===== src/rtl/dpram_pkg.sv =====
// Shared types for the dual-port RAM port arbiter.
// Requester id, arbiter states and response-pipeline tag.
package dpram_pkg;

  localparam int ADDR_W_DEF = 12;
  localparam int DATA_W_DEF = 16;

  typedef logic req_id_t;

  typedef enum logic [1:0] {
    IDLE,
    OWN0,
    OWN1
  } arb_state_t;

  typedef struct packed {
    logic    valid;
    req_id_t id;
  } rsp_tag_t;

endpackage


===== src/rtl/dpram_port_arbiter_rsp_pipe.sv =====
// Read-response tag pipeline: tracks which requester owns
// each in-flight read and steers RAM read data back to it.
module dpram_rsp_pipe
  import dpram_pkg::*;
#(
  parameter int DATA_W = DATA_W_DEF
) (
  input  logic              clk,
  input  logic              reset,
  input  rsp_tag_t          issue,
  input  logic [DATA_W-1:0] ram_read,
  output logic              m0_rvalid,
  output logic [DATA_W-1:0] m0_rdata,
  output logic              m1_rvalid,
  output logic [DATA_W-1:0] m1_rdata
);

  rsp_tag_t          s1;
  rsp_tag_t          s2;
  logic [DATA_W-1:0] hold0;
  logic [DATA_W-1:0] hold1;

  assign m0_rvalid = s2.valid & (s2.id == 1'b0);
  assign m1_rvalid = s2.valid & (s2.id == 1'b1);

  // RAM data arrives in the same cycle as s2; hold it afterwards
  assign m0_rdata = m0_rvalid ? ram_read : hold0;
  assign m1_rdata = m1_rvalid ? ram_read : hold1;

  always_ff @(posedge clk) begin
    if (reset) begin
      s1    <= '0;
      s2    <= '0;
      hold0 <= '0;
      hold1 <= '0;
    end else begin
      s1 <= issue;
      s2 <= s1;
      if (m0_rvalid) hold0 <= ram_read;
      if (m1_rvalid) hold1 <= ram_read;
    end
  end

endmodule


===== src/rtl/dpram_port_arbiter.sv =====
// Two-requester round-robin arbiter with burst lock in
// front of one dual-port RAM port; registered RAM command.
module dpram_port_arbiter
  import dpram_pkg::*;
#(
  parameter int ADDR_W    = ADDR_W_DEF,
  parameter int DATA_W    = DATA_W_DEF,
  parameter int MAX_BURST = 4
) (
  input  logic              clk,
  input  logic              reset,
  input  logic              m0_req,
  input  logic              m0_we,
  input  logic [ADDR_W-1:0] m0_addr,
  input  logic [DATA_W-1:0] m0_wdata,
  input  logic              m0_lock,
  output logic              m0_ack,
  output logic              m0_rvalid,
  output logic [DATA_W-1:0] m0_rdata,
  input  logic              m1_req,
  input  logic              m1_we,
  input  logic [ADDR_W-1:0] m1_addr,
  input  logic [DATA_W-1:0] m1_wdata,
  input  logic              m1_lock,
  output logic              m1_ack,
  output logic              m1_rvalid,
  output logic [DATA_W-1:0] m1_rdata,
  output logic              ram_ce,
  output logic              ram_we,
  output logic [ADDR_W-1:0] ram_addr,
  output logic [DATA_W-1:0] ram_write,
  input  logic [DATA_W-1:0] ram_read
);

  localparam logic [3:0] CAP = 4'(MAX_BURST);

  arb_state_t state;
  arb_state_t state_nxt;
  req_id_t    last;
  req_id_t    gnt_id;
  req_id_t    own;
  logic       gnt;
  logic [3:0] burst_cnt;
  logic [3:0] cnt_nxt;
  logic       own_req;
  logic       oth_req;
  logic       own_lock;
  logic       sel_we;
  rsp_tag_t   issue;

  assign own      = (state == OWN1);
  assign own_req  = own ? m1_req : m0_req;
  assign oth_req  = own ? m0_req : m1_req;
  assign own_lock = own ? m1_lock : m0_lock;

  always_comb begin
    gnt       = 1'b0;
    gnt_id    = 1'b0;
    state_nxt = state;
    cnt_nxt   = burst_cnt;
    unique case (state)
      IDLE: begin
        unique case (1'b1)
          m0_req & m1_req: begin
            gnt    = 1'b1;
            gnt_id = ~last;
          end
          m0_req & ~m1_req: begin
            gnt    = 1'b1;
            gnt_id = 1'b0;
          end
          ~m0_req & m1_req: begin
            gnt    = 1'b1;
            gnt_id = 1'b1;
          end
          default: ;
        endcase
        if (gnt && (gnt_id ? m1_lock : m0_lock)) begin
          state_nxt = gnt_id ? OWN1 : OWN0;
          cnt_nxt   = 4'd1;
        end
      end
      OWN0, OWN1: begin
        if (!own_req) begin
          state_nxt = IDLE;
        end else if (burst_cnt == CAP && oth_req) begin
          // cap reached: hand one slot to the waiting side
          gnt       = 1'b1;
          gnt_id    = ~own;
          state_nxt = IDLE;
        end else begin
          gnt    = 1'b1;
          gnt_id = own;
          if (!own_lock) state_nxt = IDLE;
          else if (burst_cnt != CAP) cnt_nxt = burst_cnt + 4'd1;
        end
      end
      default: state_nxt = IDLE;
    endcase
    if (reset) gnt = 1'b0;
  end

  assign m0_ack = gnt & ~gnt_id;
  assign m1_ack = gnt & gnt_id;
  assign sel_we = gnt_id ? m1_we : m0_we;

  assign issue.valid = gnt & ~sel_we;
  assign issue.id    = gnt_id;

  always_ff @(posedge clk) begin
    if (reset) begin
      state     <= IDLE;
      last      <= 1'b1;
      burst_cnt <= '0;
      ram_ce    <= 1'b0;
      ram_we    <= 1'b0;
      ram_addr  <= '0;
      ram_write <= '0;
    end else begin
      state     <= state_nxt;
      burst_cnt <= cnt_nxt;
      ram_ce    <= gnt;
      ram_we    <= gnt & sel_we;
      if (gnt) begin
        last      <= gnt_id;
        ram_addr  <= gnt_id ? m1_addr : m0_addr;
        ram_write <= gnt_id ? m1_wdata : m0_wdata;
      end
    end
  end

  dpram_rsp_pipe #(
    .DATA_W(DATA_W)
  ) u_rsp (
    .clk      (clk),
    .reset    (reset),
    .issue    (issue),
    .ram_read (ram_read),
    .m0_rvalid(m0_rvalid),
    .m0_rdata (m0_rdata),
    .m1_rvalid(m1_rvalid),
    .m1_rdata (m1_rdata)
  );

endmodule

===== config.mk =====
export PLATFORM = sky130hd
export DESIGN_NAME = dpram_port_arbiter
export DESIGN_NICKNAME = d
export VERILOG_FILES = /design/src/rtl/dpram_pkg.sv /design/src/rtl/dpram_port_arbiter_rsp_pipe.sv /design/src/rtl/dpram_port_arbiter.sv
export SDC_FILE = /design/constraint.sdc
export NUM_CORES = 1
export LEC_CHECK = 0
export BUFFER_PORTS_ARGS = -buffer_cell sky130_fd_sc_hd__buf_2
export CAP_MARGIN = 30
export CELL_PAD_IN_SITES_DETAIL_PLACEMENT = 0
export CELL_PAD_IN_SITES_GLOBAL_PLACEMENT = 1
export CORE_ASPECT_RATIO = 1.2
export CORE_MARGIN = 3
export CORE_UTILIZATION = 25
export CTS_BUF_LIST = sky130_fd_sc_hd__clkbuf_4
export DETAILED_ROUTE_END_ITERATION = 16
export HOLD_SLACK_MARGIN = 0.08
export PLACE_DENSITY = 0.64
export SYNTH_ARGS = -nofsm -noshare
export SYNTH_HDL_FRONTEND = slang
export SYNTH_SLANG_ARGS = --single-unit

===== constraint.sdc =====
create_clock -name clk -period 4.46 [get_ports clk]
set_input_delay 0.446 -clock clk [delete_from_list [all_inputs] [get_ports clk]]
set_output_delay 0.446 -clock clk [all_outputs]
set_load 0.01 [all_outputs]

* Word level (Yosys, flattened, before mapping)
Index checks and enable logic that the tools add are counted.
** Storage, ports and cells
- Latch bits :: 0
- Input bits :: 80
- Memory bits (writable) :: 0
- Memories :: 0
- Bits in read-only memories :: 0
- Register bits :: 73
** Cells by class
- Muxes and demuxes :: 31
- Shift operators :: 0
- Eq/ne operators :: 10
- Divide/modulo/power cells :: 0
- Add/sub/neg operators :: 1
- $lt $le $gt $ge :: 0
- Bitwise operators :: 16
- Reductions and logical operators :: 8
- Multiply operators :: 0
** Operator list (count)
- two-way mux 16 bit :: 3
- two-way mux 4 bit :: 5
- two-way mux 1 bit :: 12
- two-way mux 12 bit :: 1
- two-way mux 2 bit :: 5
- inequality test 2 bit, second input constant :: 5
- bitwise AND 1 bit :: 9
- one-hot mux 4 bit (2 select lines) :: 1
- NOT 1 bit :: 7
- one-hot mux 1 bit (2 select lines) :: 3
- AND reduction 6 bit :: 1
- adder 4 x 1 -> 4 bit, second input constant :: 1
- equality test 4 x 3 -> 1 bit, second input constant :: 1
- inequality test 4 x 3 -> 1 bit, second input constant :: 1
- inequality test 4 bit, second input constant :: 1
- one-hot mux 2 bit (2 select lines) :: 1
- OR reduction 3 bit :: 1
- equality test 2 x 1 -> 1 bit, second input constant :: 1
- equality test 2 bit, second input constant :: 1
- logical AND 1 bit :: 2
- zero test 2 bit :: 1
- AND reduction 2 bit :: 1
- nonzero test 2 bit :: 1
- OR reduction 2 bit :: 1

* Logic depth before layout (Yosys ltp)
Gate-level depths: netlist of the first run.
- Word-level depth :: 9
- Depth in mapped cells :: 9

* Modules after synthesis
From an unflattened synthesis of the first run, not the netlist that was laid out.
** Unflattened totals
- Cells, all modules :: 342
- Area total of the unflattened synthesis :: 3582.2 µm²
** Modules (own cells, without submodules)
- dpram_rsp_pipe :: area an instance 1810.5 µm², instances 1, seq. area each 720.7 µm², cells an instance 166
- dpram_port_arbiter :: area an instance 1771.7 µm², instances 1, seq. area each 740.7 µm², cells an instance 176

* Least setup slack after synthesis of the first run
Ideal clock, no wire load.
- Path type :: register to output
- Start :: register state[1]
- End :: output port m1_ack
- Stages on the path, launching flop included :: 10
- Data arrival time :: 1826 ps
- Data required time :: 4014 ps
- Path buffers :: 3
- Setup slack :: 2188 ps
- Cell sequence :: dfxtp_1 > inv_1 > ha_1 > buf_2 > nand3_1 > mux2_4 > and2_4 > buf_6 > buf_6 > nor3_2
** Between the ends
- Longest elaborated chain between the ends :: 7
** RTL lines
- from (decl) :: line dpram_port_arbiter.sv:37 : arb_state_t state;
- from (signal assigned) :: line dpram_port_arbiter.sv:120 : state <= state_nxt;
- equality test 2 bit :: line dpram_port_arbiter.sv:51, dpram_port_arbiter.sv:61
- two-way mux 1 bit :: line dpram_port_arbiter.sv:53 : assign oth_req = own ? m0_req : m1_req;
- logical AND 1 bit :: line dpram_port_arbiter.sv:86 : end else if (burst_cnt == CAP && oth_req) begin
- two-way mux 1 bit :: line dpram_port_arbiter.sv:86
- two-way mux 1 bit :: line dpram_port_arbiter.sv:84 : if (!own_req) begin
- one-hot mux 1 bit (2 select lines) :: line dpram_port_arbiter.sv:61 : unique case (state)
- bitwise AND 1 bit * :: line dpram_port_arbiter.sv:104 : assign m1_ack = gnt & gnt_id;
- to (decl) :: line dpram_port_arbiter.sv:25 : output logic m1_ack,
Every way passes the cells marked *; elsewhere a longest branch is shown, timed or not.

* Final worst setup path of the first run
- Start :: register state[1]
- End :: output port m0_ack
** Between the ends
- Longest elaborated chain between the ends :: 8
** RTL lines
- equality test 2 bit :: line dpram_port_arbiter.sv:51, dpram_port_arbiter.sv:61
- two-way mux 1 bit :: line dpram_port_arbiter.sv:53
- logical AND 1 bit :: line dpram_port_arbiter.sv:86
- two-way mux 1 bit :: line dpram_port_arbiter.sv:86
- two-way mux 1 bit :: line dpram_port_arbiter.sv:84
- one-hot mux 1 bit (2 select lines) :: line dpram_port_arbiter.sv:61
- NOT 1 bit :: line dpram_port_arbiter.sv:103 : assign m0_ack = gnt & ~gnt_id;
- bitwise AND 1 bit * :: line dpram_port_arbiter.sv:103
- to (decl) :: line dpram_port_arbiter.sv:17 : output logic m0_ack,
Marks and branches as above.

==> impl_results.rst, run 1 <==
.. list-table::
   :header-rows: 1

   * - Metric
     - Value
   * - Endpoint arrival time on the critical path
     - 2.84 ns
   * - Design Power
     - 1.98 mW
   * - Sequential element share of the synthesized area
     - 0.427
   * - Most used DFF post-synth
     - dfxtp_1
   * - Area of the die
     - roughly 15000 µm²
   * - Setup-violating endpoint count in the final report
     - 0
   * - Startpoint Class
     - flip-flop
   * - Setup total negative slack
     - 0 ns
   * - Share of the cycle needed by the critical path after routing
     - 0.737
   * - Mapped cell area
     - about 3400 µm²
   * - Cell at the root of the clock tree
     - clkbuf_4
   * - Residual antenna-violating net count after detailed routing
     - 0
   * - Routability-driven placement congestion ratio
     - about 0.76
   * - Synth top area cells
     - dfxtp_1, mux2_2, and2_1
   * - Maximum clock skew at final layout
     - 0.00966 ns
   * - Vertical die dimension
     - 134 µm
   * - Post-Syn Instances
     - 354
   * - Clock latency of the later-clocked register in the worst-skew pair
     - approximately 0.40 ns
   * - Upper clock frequency limit
     - 304 MHz
   * - Number of buffers added for setup after CTS
     - 0
   * - Top cells by count, synth
     - dfxtp_1, inv_1, mux2_2
   * - Remaining global-route overflow
     - 0
   * - Hold Worst Slack
     - roughly 0.26 ns
   * - EDFF count, synth
     - 0
   * - Global-route wire length before repair
     - about 15 mm
   * - Leak Pwr
     - 2.05 nW
   * - Clock net sink count
     - 73
   * - Number of placed I/O pins
     - about 150
   * - Hold Buf Count CTS
     - 0
   * - Wire length per cell after detailed routing
     - between 10 and 15 µm
   * - Pin count of the biggest net entering global routing
     - 38
   * - Drt first pass iters
     - 4
   * - Clock tree from TritonCTS
     - built
   * - Portion of total power attributed to the clock network
     - 0.206
   * - Status
     - completed
   * - Share of total power consumed by net switching
     - 0.366
   * - Crit Path Max Fanout
     - 31
   * - Warnings, synthesis
     - 0
   * - # DRC
     - 0
   * - Pin slew with the least headroom to its limit
     - 0.874 ns
   * - Unique cell type count in the Yosys netlist
     - 47
   * - DRT iter0 DRCs
     - ~120
   * - Share of total power in combinational logic
     - 0.371
   * - Half-perimeter wire length after placement
     - 6.74 mm
   * - FFs w/ async S/R, synth
     - 0
   * - Max-Cap Viols
     - 0
   * - FP Rows
     - 46
   * - Top cell type by total area after synthesis
     - dfxtp_1
   * - Total wire length
     - between 9 and 10 mm
   * - Mean instance size in the synthesized netlist
     - between 9 and 10 µm²
   * - Quantity of gates resized following cts
     - 0
   * - Gr usage total
     - 0.123
   * - Count leader, synth
     - dfxtp_1
   * - Total internal power
     - between 1 and 1.5 mW
   * - Number of vias in the routed layout
     - just over 3000
   * - Area inside the core boundary
     - 13300 µm²
   * - Synth top area share
     - 0.427
   * - TritonCTS buffer count
     - 9
   * - Number of H-tree branching levels
     - 3
   * - Via-per-instance ratio
     - roughly 4.6
   * - Class of the tightest hold or removal check
     - in2reg
   * - Final worst path period need
     - between 3 and 4 ns
   * - Unrepaired setup endpoints after global routing
     - false
   * - Final Max Slew Viols
     - 0
   * - Number of global-route vias before repair
     - ~3100
   * - Number of diodes added for antenna fixing
     - 0
   * - Setup Crit Path Kind
     - reg2out
   * - Relative slew slack
     - 0.415
   * - Kind of end point of the critical path
     - output port
   * - Final hold viol count
     - 0
   * - Clock slew at reported path FFs
     - 0.12 ns
   * - Power share of the sequential group
     - 0.423
   * - Fraction of layout cells with a size suffix above 1
     - 0.437
   * - Port Buffers
     - between 100 and 150
   * - Number of nets in the finished design
     - around 570
   * - Number of antenna violations at the first check in global routing
     - 0
   * - Switching power of the nets
     - just over 0.7 mW
   * - Clock tree buffer depth
     - 2
   * - Starting density of the core
     - 0.257
   * - Power density normalized to cell area
     - 452 nW/µm²
   * - Worst path required time
     - about 4 ns
   * - FF+latch count, synth
     - 73
   * - Mapped Nets
     - 439
   * - Worst ir drop on vdd
     - 153 µV
   * - Post-synthesis to final-layout area growth
     - 27.7%
   * - Floorplan die width
     - around 110 µm
==> worst max-delay path, cell delays in order, from the launching register on <==
cell and delay (ns):
dfxtp_1 0.38, inv_1 0.08, ha_1 0.51, nor3b_1 0.37
o2bb2ai_4 0.38, buf_4 0.40, and3_1 0.19, buf_2 0.12
==> kinds of logic (layout without fill, tap and decap cells) <==
group	count (synthesis)	after routing	synth area share
AO/OA/AOI/OAI	48	48	0.137
adder cells (fa/ha/maj)	5	5	0.0183
buffers and inverters	64	200	0.0845
flip-flops	73	73	0.427
multiplexers	38	38	0.126
AND/OR/NAND/NOR	126	126	0.207
==> stage by stage <==
| stage | worst slack [ns] | instances | utilization | instance area (µm²) |
|---|---|---|---|---|
| 2_1_floorplan | 2.19 | 354 | - | 3420 |
| 3_3_place_gp | 1.65 | 643 | 0.319 | 4240 |
| 3_5_place_dp | 1.63 | 643 | 0.319 | 4240 |
| 4_1_cts | 1.11 | 658 | 0.329 | 4370 |
| 5_1_grt | 0.941 | 658 | 0.329 | 4370 |
| 6_report | 1.18 | 658 | 0.329 | 4370 |
==> sequential cells by signal, indices dropped and copies added (netlist names) <==
register / count
state: 2
ram_ce: 1
ram_we: 1
u_rsp.hold0: 16
ram_addr: 12
u_rsp.s1: 2
u_rsp.s2: 2
burst_cnt: 4
ram_write: 16
last: 1
u_rsp.hold1: 16
==> layer usage <==
layer	global-route usage	vias up	part of all wire
met5	0	-	0
met4	0.0474	0	0.018
met3	0.0379	12	0.077
met2	0.203	115	0.47
met1	0.149	1401	0.44
li1	-	1517	-
==> area by class of cell <==
| type | count | area (µm²) |
|---|---|---|
| Sequential cell | 73 | 1460 |
| Tap cell | 168 | 210 |
| Clock buffer | 11 | 82.6 |
| Inverter | 37 | 139 |
| Clock inverter | 4 | 45.0 |
| Multi-Input combinational cell | 217 | 1680 |
| Fill cell | 1449 | 8930 |
| Timing Repair Buffer | 148 | 748 |
==> power by group through the flow <==
stage                     combinational (mW)  sequential (mW)  clock [mW]
after floorplan                        0.465            0.888           0
after global placement                 0.733            0.852           0
after detailed placement               0.745            0.851           0
after CTS                              0.748            0.837       0.425
after global routing                   0.816            0.853       0.452
final                                  0.734            0.836       0.406
==> cells in the final DEF (no fill, tap or decap), drive strengths merged, types with 2 or more instances in the layout <==
cell / n
nand4: 29
nor2b: 2
nor2: 3
nand3b: 3
nand2b: 4
inv: 36
a21boi: 2
ha: 5
nand3: 3
mux2: 36
and3: 4
o21ai: 3
and2: 34
mux2i: 2
dfxtp: 73
nand2: 34
clkinv: 4
o221a: 2
o221ai: 28
o211ai: 3
buf: 148
a21oi: 2
clkbuf: 11
nor3: 5
==> final timing paths <==
kind	from	end	slack, ns	cells past startpoint
max reg2reg	state[1]$_SDFFE_PP0P_	ram_write[6]$_SDFFE_PP0P_	1.98	7
min reg2reg	u_rsp.s1[0]$_SDFF_PP0_	u_rsp.s2[0]$_SDFF_PP0_	0.46	1
min	m0_addr[5]	ram_addr[5]$_SDFFE_PP0P_	0.26	3
max	state[1]$_SDFFE_PP0P_	m0_ack	1.18	7
Note: power is estimated with default switching activity, not from simulation.
==> run 2: changes to the inputs <==
==> constraint.sdc (replaced) <==
create_clock -name clk -period 3.26 [get_ports clk]
set_input_delay 0.326 -clock clk [delete_from_list [all_inputs] [get_ports clk]]
set_output_delay 0.326 -clock clk [all_outputs]
set_load 0.01 [all_outputs]
==> impl_results.rst, run 2 (synthesis gave the netlist of run 1 again) <==
.. list-table::
   :header-rows: 1

   * - Metric
     - Value
   * - Status
     - completed
   * - Kind of end point of the critical path
     - output port
   * - Area of the die
     - between 15000 and 20000 µm²
   * - Power density normalized to cell area
     - about 630 nW/µm²
   * - Fraction of layout cells with a size suffix above 1
     - 0.436
   * - Worst ir drop on vdd
     - slightly below 300 µV
   * - Final hold viol count
     - 0
   * - Hold Buf Count CTS
     - 0
   * - Most frequent standard cell in the layout excluding fill and tap cells
     - buf_2
   * - Class of the tightest hold or removal check
     - in2reg
   * - Hold Worst Slack
     - 0.146 ns
   * - Upper clock frequency limit
     - 341 MHz
   * - Startpoint Class
     - flip-flop
   * - Top flop regs
     - ram_write (16), u_rsp.hold0 (16), u_rsp.hold1 (16)
   * - # DRC
     - 0
   * - Number of vias in the routed layout
     - just over 3000
   * - Port Buffers
     - roughly 150
   * - Vertical die dimension
     - 134 µm
   * - Residual antenna-violating net count after detailed routing
     - 0
   * - DRT iter0 DRCs
     - 110
   * - Final worst path period need
     - approximately 3 ns
   * - Global-route wire length before repair
     - approximately 15 mm
   * - Number of buffers added for setup after CTS
     - 0
   * - Routability-driven placement congestion ratio
     - ~0.75
   * - Number of placed I/O pins
     - 146
   * - Setup-violating endpoint count in the final report
     - 0
   * - Setup total negative slack
     - 0 ns
   * - Total wire length
     - just over 9 mm
   * - Final Max Slew Viols
     - 0
   * - Post-synthesis to final-layout area growth
     - 28.6%
   * - Number of nets in the finished design
     - between 500 and 600
   * - Maximum clock skew at final layout
     - ~0.015 ns
   * - Floorplan die width
     - ~110 µm
   * - FP Rows
     - 46
   * - Pin slew with the least headroom to its limit
     - roughly 0.86 ns
   * - Max-Cap Viols
     - 0
   * - Clock net sink count
     - 73
   * - Clock tree from TritonCTS
     - built
   * - Pin count of the biggest net entering global routing
     - 33
   * - Via-per-instance ratio
     - ~4.6
   * - Share of the cycle needed by the critical path after routing
     - 0.899
   * - Remaining global-route overflow
     - 0
   * - Drt first pass iters
     - 4
   * - Number of diodes added for antenna fixing
     - 0
   * - Leak Pwr
     - just over 2 nW
   * - Number of global-route vias before repair
     - 3200
   * - Clock slew at reported path FFs
     - between 0.1 and 0.15 ns
   * - Number of H-tree branching levels
     - 3
   * - Wire length per cell after detailed routing
     - about 14 µm
   * - Clock latency of the later-clocked register in the worst-skew pair
     - slightly above 0.4 ns
   * - Number of antenna violations at the first check in global routing
     - 0
   * - Endpoint arrival time on the critical path
     - 2.60 ns
   * - Relative slew slack
     - 0.429
   * - TritonCTS buffer count
     - 9
   * - Clock tree buffer depth
     - 2
   * - Starting density of the core
     - 0.257
   * - Number of placed cells counting well taps
     - 643
   * - Setup slack on the worst flop-to-flop path
     - between 0.7 and 0.8 ns
   * - Gr usage total
     - 0.124
   * - Design Power
     - about 2.8 mW
   * - Unrepaired setup endpoints after global routing
     - false
   * - Worst path required time
     - 2.93 ns
   * - Setup Crit Path Kind
     - reg2out
   * - Number of cells in the finished layout apart from fillers
     - between 600 and 700
   * - Crit Path Max Fanout
     - 31
   * - Half-perimeter wire length after placement
     - roughly 6.9 mm
   * - Area inside the core boundary
     - between 10000 and 15000 µm²
   * - Cell at the root of the clock tree
     - clkbuf_4
   * - Most frequent cells in the layout
     - buf_2, dfxtp_1, inv_1
   * - Quantity of gates resized following cts
     - 0
[run 2: cell types whose count changed in the layout (fill, tap and decap cells not counted), sizes merged]
cell / delta
bufinv: +1
clkbuf: -1
clkinv: +1
[run 2: metrics by stage]
step                      worst slack [ns]  area [µm²]   util
after floorplan                       1.11        3420      -
after global placement               0.772        4240  0.319
after detailed placement             0.738        4240  0.319
after CTS                            0.251        4400  0.331
after global routing                0.0833        4400  0.331
final                                0.331        4400  0.331
[run 2: cell type report]
type | instances | area [µm²]
inverters | 37 | 139
fillers | 1417 | 8900
clock inverters | 6 | 82.6
well taps | 168 | 210
multi-input cells | 217 | 1680
repair buffers | 148 | 748
clock buffers | 10 | 75.1
flip-flops and latches | 73 | 1460
[run 2: per-layer routing]
metal | GRT usage | vias up | share of wire
met5 | 0 | - | 0
met4 | 0.0568 | 0 | 0.022
met3 | 0.0307 | 16 | 0.070
met2 | 0.200 | 120 | 0.46
met1 | 0.157 | 1402 | 0.45
li1 | - | 1523 | -
[run 2: final timing paths]
| path | from | endpoint | depth (start not counted) |
|---|---|---|---|
| worst max-delay path | state[1]$_SDFFE_PP0P_ | m1_ack | 7 |
| worst min-delay path | m0_wdata[3] | ram_write[3]$_SDFFE_PP0P_ | 3 |
| worst max register to register | state[1]$_SDFFE_PP0P_ | ram_write[15]$_SDFFE_PP0P_ | 7 |
| worst min register to register | u_rsp.s1[1]$_SDFF_PP0_ | u_rsp.s2[1]$_SDFF_PP0_ | 1 |
[run 2: power breakdown]
group          internal [mW]  switching [mW]  leakage (nW)
Sequential              1.06          0.0840         0.597
Clock                  0.316           0.326        0.0878
Combinational          0.408           0.591          1.38
[run 2: critical path: stages, from the launching register on]
cell and delay (ns):
dfxtp_1 0.37, inv_1 0.07, ha_1 0.51, nand3b_1 0.11, mux2_4 0.43, and2_4 0.34
nor3_2 0.20, buf_2 0.17
==> run 3: changes to the inputs <==
--- a/config.mk
+++ b/config.mk
@@ -5,7 +5,7 @@
 export SDC_FILE = /design/constraint.sdc
 export NUM_CORES = 1
 export LEC_CHECK = 0
-export BUFFER_PORTS_ARGS = -buffer_cell sky130_fd_sc_hd__buf_2
+export ABC_CLOCK_PERIOD_IN_PS = 3260
 export CAP_MARGIN = 30
 export CELL_PAD_IN_SITES_DETAIL_PLACEMENT = 0
 export CELL_PAD_IN_SITES_GLOBAL_PLACEMENT = 1
@@ -14,8 +14,9 @@
 export CORE_UTILIZATION = 25
 export CTS_BUF_LIST = sky130_fd_sc_hd__clkbuf_4
 export DETAILED_ROUTE_END_ITERATION = 16
+export DONT_BUFFER_PORTS = 1
 export HOLD_SLACK_MARGIN = 0.08
-export PLACE_DENSITY = 0.64
+export PLACE_DENSITY = 0.51
 export SYNTH_ARGS = -nofsm -noshare
 export SYNTH_HDL_FRONTEND = slang
 export SYNTH_SLANG_ARGS = --single-unit
==> impl_results.rst, run 3 (synthesis gave the netlist of run 1 again) <==
.. list-table::
   :header-rows: 1

   * - Metric
     - Value
   * - Final setup slack of the worst path
     - about 0.31 ns
   * - Post-synthesis to final-layout area growth
     - 23.8%
   * - Startpoint Class
     - flip-flop
   * - Endpoint arrival time on the critical path
     - 2.63 ns
   * - Pin slew with the least headroom to its limit
     - 0.918 ns
   * - Worst R2R Path Depth
     - 8
   * - Floorplan die width
     - 113 µm
   * - Vertical die dimension
     - 134 µm
   * - Worst path required time
     - around 2.9 ns
   * - Port Buffers
     - 0
   * - Kind of end point of the critical path
     - output port
   * - Cell at the root of the clock tree
     - clkbuf_4
   * - Clock slew at reported path FFs
     - 0.13 ns
   * - Worst ir drop on vdd
     - 247 µV
   * - Most frequent cells in the layout
     - dfxtp_1, dlygate4sd3_1, inv_1
   * - Hold path startpoint
     - reset
   * - Relative slew slack
     - 0.384
   * - Source of the worst register-to-register timing path
     - state[1]$_SDFFE_PP0P_
   * - Wire length per cell after detailed routing
     - between 15 and 20 µm
   * - Endpoint of the most critical register-to-register path
     - ram_addr[11]$_SDFFE_PP0P_
   * - Half-perimeter wire length after placement
     - roughly 6.0 mm
   * - Number of buffers added for setup after CTS
     - 0
   * - FP Rows
     - 46
   * - Most frequent standard cell in the layout excluding fill and tap cells
     - dfxtp_1
   * - Number of placed I/O pins
     - 146
   * - Upper clock frequency limit
     - ~340 MHz
   * - Maximum clock skew at final layout
     - around 0.012 ns
   * - Routability-driven placement congestion ratio
     - around 0.71
   * - Clock net sink count
     - 73
   * - Max-Cap Viols
     - 0
   * - Leak Pwr
     - between 1.5 and 2 nW
   * - Clock tree from TritonCTS
     - built
   * - Share of the cycle needed by the critical path after routing
     - 0.906
   * - Number of H-tree branching levels
     - 3
   * - Power density normalized to cell area
     - 636 nW/µm²
   * - Pin count of the biggest net entering global routing
     - about 40
   * - Setup-violating endpoint count in the final report
     - 0
   * - Number of antenna violations at the first check in global routing
     - 0
   * - Drt first pass iters
     - 4
   * - Residual antenna-violating net count after detailed routing
     - 0
   * - Area inside the core boundary
     - 13300 µm²
   * - Gr usage total
     - 0.122
   * - DRT iter0 DRCs
     - 94
   * - Via-per-instance ratio
     - 4.92
   * - Total wire length
     - approximately 9.6 mm
   * - Class of the tightest hold or removal check
     - in2reg
   * - Top flop regs
     - ram_write (16), u_rsp.hold0 (16), u_rsp.hold1 (16)
   * - Number of stages on the worst hold path
     - 3
   * - Status
     - completed
   * - # DRC
     - 0
   * - Crit Path Max Fanout
     - 31
   * - Fraction of layout cells with a size suffix above 1
     - 0.175
   * - Number of nets in the finished design
     - 486
   * - Design Power
     - 2.69 mW
   * - Placement-stage worst setup slack
     - between 0.6 and 0.7 ns
   * - Global-route wire length before repair
     - 14.6 mm
   * - Number of global-route vias before repair
     - 2869
   * - Setup total negative slack
     - 0 ns
   * - Number of cells in the finished layout apart from fillers
     - 574
   * - TritonCTS buffer count
     - 9
   * - Number of placed cells counting well taps
     - 498
   * - Post-layout utilization of the core
     - 0.318
   * - Setup Crit Path Kind
     - reg2out
   * - Hold Path End
     - burst_cnt[2]$_SDFFE_PP0P_
   * - Number of diodes added for antenna fixing
     - 0
   * - Clock latency of the later-clocked register in the worst-skew pair
     - about 0.43 ns
   * - Number of vias in the routed layout
     - 2826
   * - Starting density of the core
     - 0.257
   * - Unrepaired setup endpoints after global routing
     - false
   * - Setup slack on the worst flop-to-flop path
     - 0.36 ns
   * - Final worst path period need
     - a little under 3 ns
   * - Area of the die
     - roughly 15000 µm²
   * - Final hold viol count
     - 0
   * - Final Max Slew Viols
     - 0
   * - Remaining global-route overflow
     - 0
   * - Clock tree buffer depth
     - 2
[run 3: repair_timing]
item / in CTS / in global routing
endpoints found under the setup margin: 0 / 13
hold buffers: 59 / 0
gates resized for setup: 0 / 2
endpoints found under the hold margin: 35 / 0
[run 3: layer usage]
layer | global-route usage | up-vias | wire length, µm
li1 | - | 1356 | -
met1 | 0.132 | 1339 | 3830
met2 | 0.199 | 120 | 4480
met3 | 0.0591 | 11 | 1120
met4 | 0.0561 | 0 | 168
met5 | 0 | - | 0
[run 3: worst max-delay path by stage]
stage,from,to,slack [ns]
floorplan,state[1]$_SDFFE_PP0P_,m1_ack,1.11
global placement,state[1]$_SDFFE_PP0P_,m1_ack,0.69
detailed placement,state[1]$_SDFFE_PP0P_,m1_ack,0.70
CTS,state[1]$_SDFFE_PP0P_,m1_ack,0.15
global route,state[1]$_SDFFE_PP0P_,m1_ack,0.09
finish,state[1]$_SDFFE_PP0P_,m1_ack,0.31
[run 3: layout make-up]
| cell class | count | area (µm²) |
|---|---|---|
| well taps | 168 | 210 |
| repair buffers | 62 | 613 |
| fillers | 1388 | 9060 |
| inverters | 37 | 139 |
| clock inverters | 7 | 37.5 |
| flip-flops and latches | 73 | 1460 |
| clock buffers | 9 | 67.6 |
| multi-input cells | 218 | 1700 |
[run 3: power by group]
group / switching [mW] / leakage (nW) / internal [mW]
registers: 0.177 / 0.597 / 1.06
clock network: 0.342 / 0.0566 / 0.147
logic: 0.515 / 1.03 / 0.448
[run 3: metrics by stage]
stage               hold slack (ns)  area (µm²)
floorplan                     0.414        3420
global placement              0.400        3510
detailed placement            0.402        3510
CTS                          0.0829        4210
global route                 0.0978        4230
finish                        0.121        4230
[run 3: critical path, stage by stage (launching register included)]
cell	delay [ns]
dfxtp_1	0.39
inv_1	0.07
ha_2	0.48
nand3b_1	0.10
mux2_4	0.43
and2_4	0.36
nor3_2	0.35
